[config.mk]
export PLATFORM = sky130hd
export DESIGN_NAME = grid_ctrl
export DESIGN_NICKNAME = d
export VERILOG_FILES = /design/src/rtl/grid_ctrl.sv
export SDC_FILE = /design/constraint.sdc
export NUM_CORES = 1
export LEC_CHECK = 0
export CORE_ASPECT_RATIO = 1.75
export CORE_MARGIN = 4
export CORE_UTILIZATION = 53
export DETAILED_ROUTE_END_ITERATION = 8
export HOLD_SLACK_MARGIN = 0.02
export PLACE_DENSITY = 0.86
export SLEW_MARGIN = 20
export SYNTH_ARGS = -nofsm -noshare
export SYNTH_HDL_FRONTEND = slang
export SYNTH_SLANG_ARGS = --single-unit
[constraint.sdc]
create_clock -name clk -period 4.2 [get_ports clk]
set_input_delay 0.42 -clock clk [delete_from_list [all_inputs] [get_ports clk]]
set_output_delay 0.42 -clock clk [all_outputs]
set_load 0.01 [all_outputs]
[src/rtl/grid_ctrl.sv]
// rtl/grid_ctrl.sv - cell-state grid owner: buffered single-cell writes and clear sweeps applied only during vblank.
// Optional clear sweep is built when GRID_CTRL_CLEAR_EN is defined.
module grid_ctrl #(
    parameter int SIZE_X     = 10,
    parameter int SIZE_Y     = 10,
    parameter int CELL_BITS  = 1,
    parameter int FIFO_DEPTH = 4,
    parameter int XBITS      = $clog2(SIZE_X),
    parameter int YBITS      = $clog2(SIZE_Y),
    parameter int GDBITS     = CELL_BITS * SIZE_X * SIZE_Y
) (
    input  logic                 clk,
    input  logic                 rst_n,
    input  logic                 wr_valid,
    output logic                 wr_ready,
    input  logic [XBITS-1:0]     wr_x,
    input  logic [YBITS-1:0]     wr_y,
    input  logic [CELL_BITS-1:0] wr_type,
    input  logic                 clr_req,
    input  logic [CELL_BITS-1:0] clr_type,
    input  logic                 vblank,
    output logic [GDBITS-1:0]    data,
    output logic                 busy,
    output logic                 wr_err
);

    localparam int NCELLS = SIZE_X * SIZE_Y;
    localparam int IW     = $clog2(NCELLS + 1);
    localparam int PW     = $clog2(FIFO_DEPTH);
    localparam int CW     = PW + 1;
    localparam int EW     = XBITS + YBITS + CELL_BITS;

    typedef enum logic {ST_IDLE = 1'b0, ST_CLEAR = 1'b1} state_t;

    state_t              state_q, state_d;
    logic [EW-1:0]       fifo_q [FIFO_DEPTH];
    logic [PW-1:0]       wr_ptr_q, wr_ptr_d;
    logic [PW-1:0]       rd_ptr_q, rd_ptr_d;
    logic [CW-1:0]       count_q, count_d;
    logic [GDBITS-1:0]   data_q, data_d;
    logic                busy_q, busy_d;
    logic                wr_err_q, wr_err_d;

    logic                full, push, pop, oor;
    logic [EW-1:0]       head;
    logic [XBITS-1:0]    head_x;
    logic [YBITS-1:0]    head_y;
    logic [CELL_BITS-1:0] head_t;
    logic                cell_we;
    logic [IW-1:0]       cell_idx;
    logic [CELL_BITS-1:0] cell_val;

`ifdef GRID_CTRL_CLEAR_EN
    logic                 clr_pend_q, clr_pend_d;
    logic [CELL_BITS-1:0] clr_type_q, clr_type_d;
    logic [CELL_BITS-1:0] sweep_type_q, sweep_type_d;
    logic [IW-1:0]        sweep_q, sweep_d;
    logic                 start_clr;
`else
    logic unused_clr;
    assign unused_clr = ^{clr_req, clr_type};
`endif

    assign full     = (count_q == CW'(FIFO_DEPTH));
    assign wr_ready = !full;
    assign push     = wr_valid && !full;
    assign data     = data_q;
    assign busy     = busy_q;
    assign wr_err   = wr_err_q;

    assign head   = fifo_q[rd_ptr_q];
    assign head_x = head[EW-1 -: XBITS];
    assign head_y = head[CELL_BITS +: YBITS];
    assign head_t = head[CELL_BITS-1:0];
    // Widen by one bit so a grid dimension equal to 2**BITS still compares correctly.
    assign oor    = ({1'b0, head_x} >= (XBITS+1)'(SIZE_X)) ||
                    ({1'b0, head_y} >= (YBITS+1)'(SIZE_Y));

    always_ff @(posedge clk or negedge rst_n) begin
        if (!rst_n) begin
            state_q <= ST_IDLE;
        end else begin
            state_q <= state_d;
        end
    end

    always_comb begin
        state_d = state_q;
`ifdef GRID_CTRL_CLEAR_EN
        case (state_q)
            ST_IDLE:  if (vblank && clr_pend_q) state_d = ST_CLEAR;
            ST_CLEAR: if (vblank && sweep_q == IW'(NCELLS - 1)) state_d = ST_IDLE;
            default:  state_d = ST_IDLE;
        endcase
`else
        state_d = ST_IDLE;
`endif
    end

    always_comb begin
        pop      = (state_q == ST_IDLE) && vblank && (count_q != '0);
        cell_we  = 1'b0;
        cell_idx = '0;
        cell_val = '0;
`ifdef GRID_CTRL_CLEAR_EN
        pop          = pop && !clr_pend_q;
        start_clr    = (state_q == ST_IDLE) && (state_d == ST_CLEAR);
        clr_pend_d   = clr_req ? 1'b1 : (start_clr ? 1'b0 : clr_pend_q);
        clr_type_d   = clr_req ? clr_type : clr_type_q;
        sweep_type_d = start_clr ? clr_type_q : sweep_type_q;
        sweep_d      = sweep_q;
        if (start_clr) begin
            sweep_d = '0;
        end else if (state_q == ST_CLEAR && vblank) begin
            sweep_d  = sweep_q + IW'(1);
            cell_we  = 1'b1;
            cell_idx = sweep_q;
            cell_val = sweep_type_q;
        end
`endif
        if (pop && !oor) begin
            cell_we  = 1'b1;
            cell_idx = IW'(head_y) * IW'(SIZE_X) + IW'(head_x);
            cell_val = head_t;
        end

        data_d = data_q;
        for (int i = 0; i < NCELLS; i++) begin
            if (cell_we && cell_idx == IW'(i)) data_d[i*CELL_BITS +: CELL_BITS] = cell_val;
        end

        wr_ptr_d = push ? wr_ptr_q + PW'(1) : wr_ptr_q;
        rd_ptr_d = pop  ? rd_ptr_q + PW'(1) : rd_ptr_q;
        count_d  = count_q + CW'(push) - CW'(pop);
        wr_err_d = pop && oor;
`ifdef GRID_CTRL_CLEAR_EN
        busy_d   = (count_d != '0) || clr_pend_d || (state_d == ST_CLEAR);
`else
        busy_d   = (count_d != '0);
`endif
    end

    // Storage array needs no reset: pointers and count define validity.
    always_ff @(posedge clk) begin
        if (push) fifo_q[wr_ptr_q] <= {wr_x, wr_y, wr_type};
    end

    always_ff @(posedge clk or negedge rst_n) begin
        if (!rst_n) begin
            wr_ptr_q <= '0;
            rd_ptr_q <= '0;
            count_q  <= '0;
            data_q   <= '0;
            busy_q   <= 1'b0;
            wr_err_q <= 1'b0;
        end else begin
            wr_ptr_q <= wr_ptr_d;
            rd_ptr_q <= rd_ptr_d;
            count_q  <= count_d;
            data_q   <= data_d;
            busy_q   <= busy_d;
            wr_err_q <= wr_err_d;
        end
    end

`ifdef GRID_CTRL_CLEAR_EN
    always_ff @(posedge clk or negedge rst_n) begin
        if (!rst_n) begin
            clr_pend_q   <= 1'b0;
            clr_type_q   <= '0;
            sweep_type_q <= '0;
            sweep_q      <= '0;
        end else begin
            clr_pend_q   <= clr_pend_d;
            clr_type_q   <= clr_type_d;
            sweep_type_q <= sweep_type_d;
            sweep_q      <= sweep_d;
        end
    end
`endif

endmodule

==> reports/results.ini, run 1 <==
[finish]
antennaDiodeCount = 0
final_nets = 665
layout-drive-gt1-share = 0.276
n_fill_cell = 801
stdcell_count = 813
area_growth_pct = 30.8

[grt]
gr-total-overflow = 0
grt_pass1_wl_mm = 26.8
antenna_found_initial = 0
grt_max_degree = 86
grt_pass1_vias = 4953
grt_use_total = 0.247

[clocking]
cts_max_level = 4
clock_latency_ns = 0.42
cts_buffers = 17
clock-root-buffer = clkbuf_16
path_clk_slew_ns = 0.06
cts_hold_buf = 0
clockBufferDepth = 2
post_cts_resized = 0
cts_tree = built
clock-sinks = 145
postCtsSetupBuffers = 0

[logic_synthesis]
synth.most_common_cell = dfrtp_1
synth_top_area_frac = 0.412
yosys.area.top_type = dfrtp_1
synth_edf_count = 36
netlist_instances = 505
synth-seq-cells = 145
ys_types = 41
ys_top_cells_by_count = dfrtp_1, mux2_2, nor2_1, nor3_1, edfxtp_1
async_flop_share = 0.752
syn_nets = 535
seq_area_frac_synth = 0.576
syn-cell-area_sq_mm = 0.00662
synthFlopType = dfrtp_1
synth.avg_cell_area_sq_um = 13.1
synth_area_leaders = dfrtp_1, mux2_2, edfxtp_1
yosysWarnings = 0

[route]
drc = 0
routed_wl_mm = 17.0
num_vias = 4689
drt-pass1-iter-count = 5
detail-route-antenna-nets = 0
viasPerCell = 5.77
routedWlPerCell_microns = 20.9
dr.first_iter.drc_count = 333

[sta]
period_share = 0.928
slew_headroom = 0.400
rsz0062_at_grt = no
worst_pin_slew_ns = 0.900
slew_violations = 0
setup_violations = 0
skew_ns = 0.00789
fmax_ghz = 0.256
final_hold_viol_count = 0
layout_min_cycle_time_ns = 3.90
finalSetupTns_ns = 0

[die]
die_width_microns = 92.5
io_pins = 118
start_util = 0.545
die-area_sq_mm = 0.0144
die_h_microns = 156
core-area_sq_mm = 0.0121
rows = 53

[worst_setup_path]
worstSetupPathType = flop to flop
path_common_cell = buf_4
crit_family = adder cells
max_stage_delay_ns = 0.63
required_ns = 4.51
cp-end-kind = flop
critPathMaxFanout = 6
cp_slowest_cell = fa_1
crit_chain = buf_4, mux4_2, ha_1, ha_1, fa_1, buf_4, nor2b_1, o21ai_0, o31ai_1, nand4_2, buf_4, nor2_1, mux2_2
crit_buf_inv = 3
critPathLaunchType = flop
critPathArrivalTime_ns = 4.21

[placement]
port_buffers = 115
dp_hpwl_mm = 12.1
place.gp.congestion = 0.891
dp_cells = 781

[power]
irDropWorstVdd_uv = 667
powerDensity_mw_per_mm2 = 839
p_leak_uw = 0.00364

[job]
max-cap-violations = 0

[run_status]
status = finished clean

[worst_hold_path]
hp-class = input port to asynchronous set/reset pin

-- path summary, 6_finish.rpt --
check	startpoint	to	slack [ns]	cells after the start
worst max-delay path	rd_ptr_q[0]	data[54]	0.30	13
worst min-delay path	rst_n	count_q[1]	0.11	1
worst max register to register	rd_ptr_q[0]	data[54]	0.30	13
worst min register to register	data[31]	data[31]	0.50	1
max in group asynchronous	rst_n	rd_ptr_q[0]	3.06	2
min in group clk	data[31]	data[31]	0.50	1
-- worst register-to-register path: stages (launching register included) --
cell and delay [ns]:
dfrtp_2 0.45, buf_4 0.17, mux4_2 0.54, ha_1 0.23, ha_1 0.20, fa_1 0.63, buf_4 0.17, nor2b_1 0.19
o21ai_0 0.12, o31ai_1 0.13, nand4_2 0.24, buf_4 0.23, nor2_1 0.14, mux2_2 0.36
-- through the flow --
| stage | total power [uW] | instance area, sq um | hold slack, ns | worst slack (ns) | util |
|---|---|---|---|---|---|
| 5_1_grt | 7600 | 8660 | 0.183 | 0.0830 | 0.713 |
| 6_report | 7260 | 8660 | 0.112 | 0.300 | 0.713 |
| 3_3_place_gp | 5380 | 8020 | 0.489 | 0.305 | 0.661 |
| 2_1_floorplan | 4240 | 6620 | 0.124 | 0.478 | - |
| 3_5_place_dp | 5570 | 8020 | 0.495 | 0.166 | 0.661 |
| 4_1_cts | 7190 | 8640 | 0.139 | 0.0701 | 0.712 |
-- metal layers --
metal / wire length (microns) / share of wire / global-route usage / vias up
met5: 0 / 0 / 0 / -
met4: 1010 / 0.059 / 0.159 / 0
met3: 807 / 0.047 / 0.0526 / 64
met2: 9630 / 0.57 / 0.462 / 198
met1: 5580 / 0.33 / 0.241 / 2348
li1: - / - / - / 2079
-- registers in the layout, summed over array words and instances (netlist names) --
name	cells
data	100
wr_ptr_q	2
wr_err	1
fifo_q	36
count_q	3
rd_ptr_q	2
busy	1
-- kinds of logic (layout without fill, tap and decap cells) --
group / after synthesis / count (layout) / share of synthesized area
mux: 112 / 112 / 0.204
compound gates: 18 / 18 / 0.0219
fa+ha+maj: 15 / 15 / 0.0318
xor+xnor: 10 / 10 / 0.0161
flops: 145 / 145 / 0.576
buf+inv: 35 / 178 / 0.0225
simple gates: 170 / 170 / 0.129
-- cells in the final DEF (no fill, tap or decap), drive strengths merged, types with 2 or more instances in the layout --
cell | Yosys | routed
mux2 | 101 | 101
nor2 | 62 | 62
dfrtp | 109 | 109
nand2 | 18 | 18
o31ai | 5 | 5
buf | 7 | 21
o211ai | 2 | 2
fa | 3 | 3
mux4 | 8 | 8
and3 | 6 | 6
inv | 11 | 12
nand3 | 8 | 8
and2 | 2 | 2
nor3 | 53 | 53
xor2 | 2 | 2
mux2i | 3 | 3
nand4 | 8 | 8
or3 | 4 | 4
edfxtp | 36 | 36
bufinv | 0 | 3
a21oi | 2 | 2
nor4b | 3 | 3
clkinv | 0 | 7
clkdlybuf4s50 | 0 | 114
clkbuf | 17 | 19
nor2b | 2 | 2
ha | 12 | 12
xnor2 | 8 | 8
and4 | 2 | 2
o21ai | 6 | 6
clkinvlp | 0 | 2
-- report_power, final --
| group | switching (uW) | internal, uW |
|---|---|---|
| logic | 2420 | 1350 |
| clock network | 588 | 983 |
| registers | 184 | 1730 |
-- cell type report --
type,count,area (sq um),area share
flip-flops and latches,145,3810,0.440
repair buffers,135,1300,0.150
well taps,165,206,0.0239
inverters,11,41.3,0.00477
multi-input cells,325,2680,0.309
clock inverters,13,158,0.0182
clock buffers,19,464,0.0536
No activity file was read; power rests on OpenSTA's default activity.
==> run 2, diff against run 1 <==
--- a/config.mk
+++ b/config.mk
@@ -5,6 +5,7 @@
 export SDC_FILE = /design/constraint.sdc
 export NUM_CORES = 1
 export LEC_CHECK = 0
+export ABC_CLOCK_PERIOD_IN_PS = 4200
 export CORE_ASPECT_RATIO = 1.75
 export CORE_MARGIN = 4
 export CORE_UTILIZATION = 53
==> results of run 2 <==
Same layout as run 1: the final DEF is identical, and so are final timing and power.
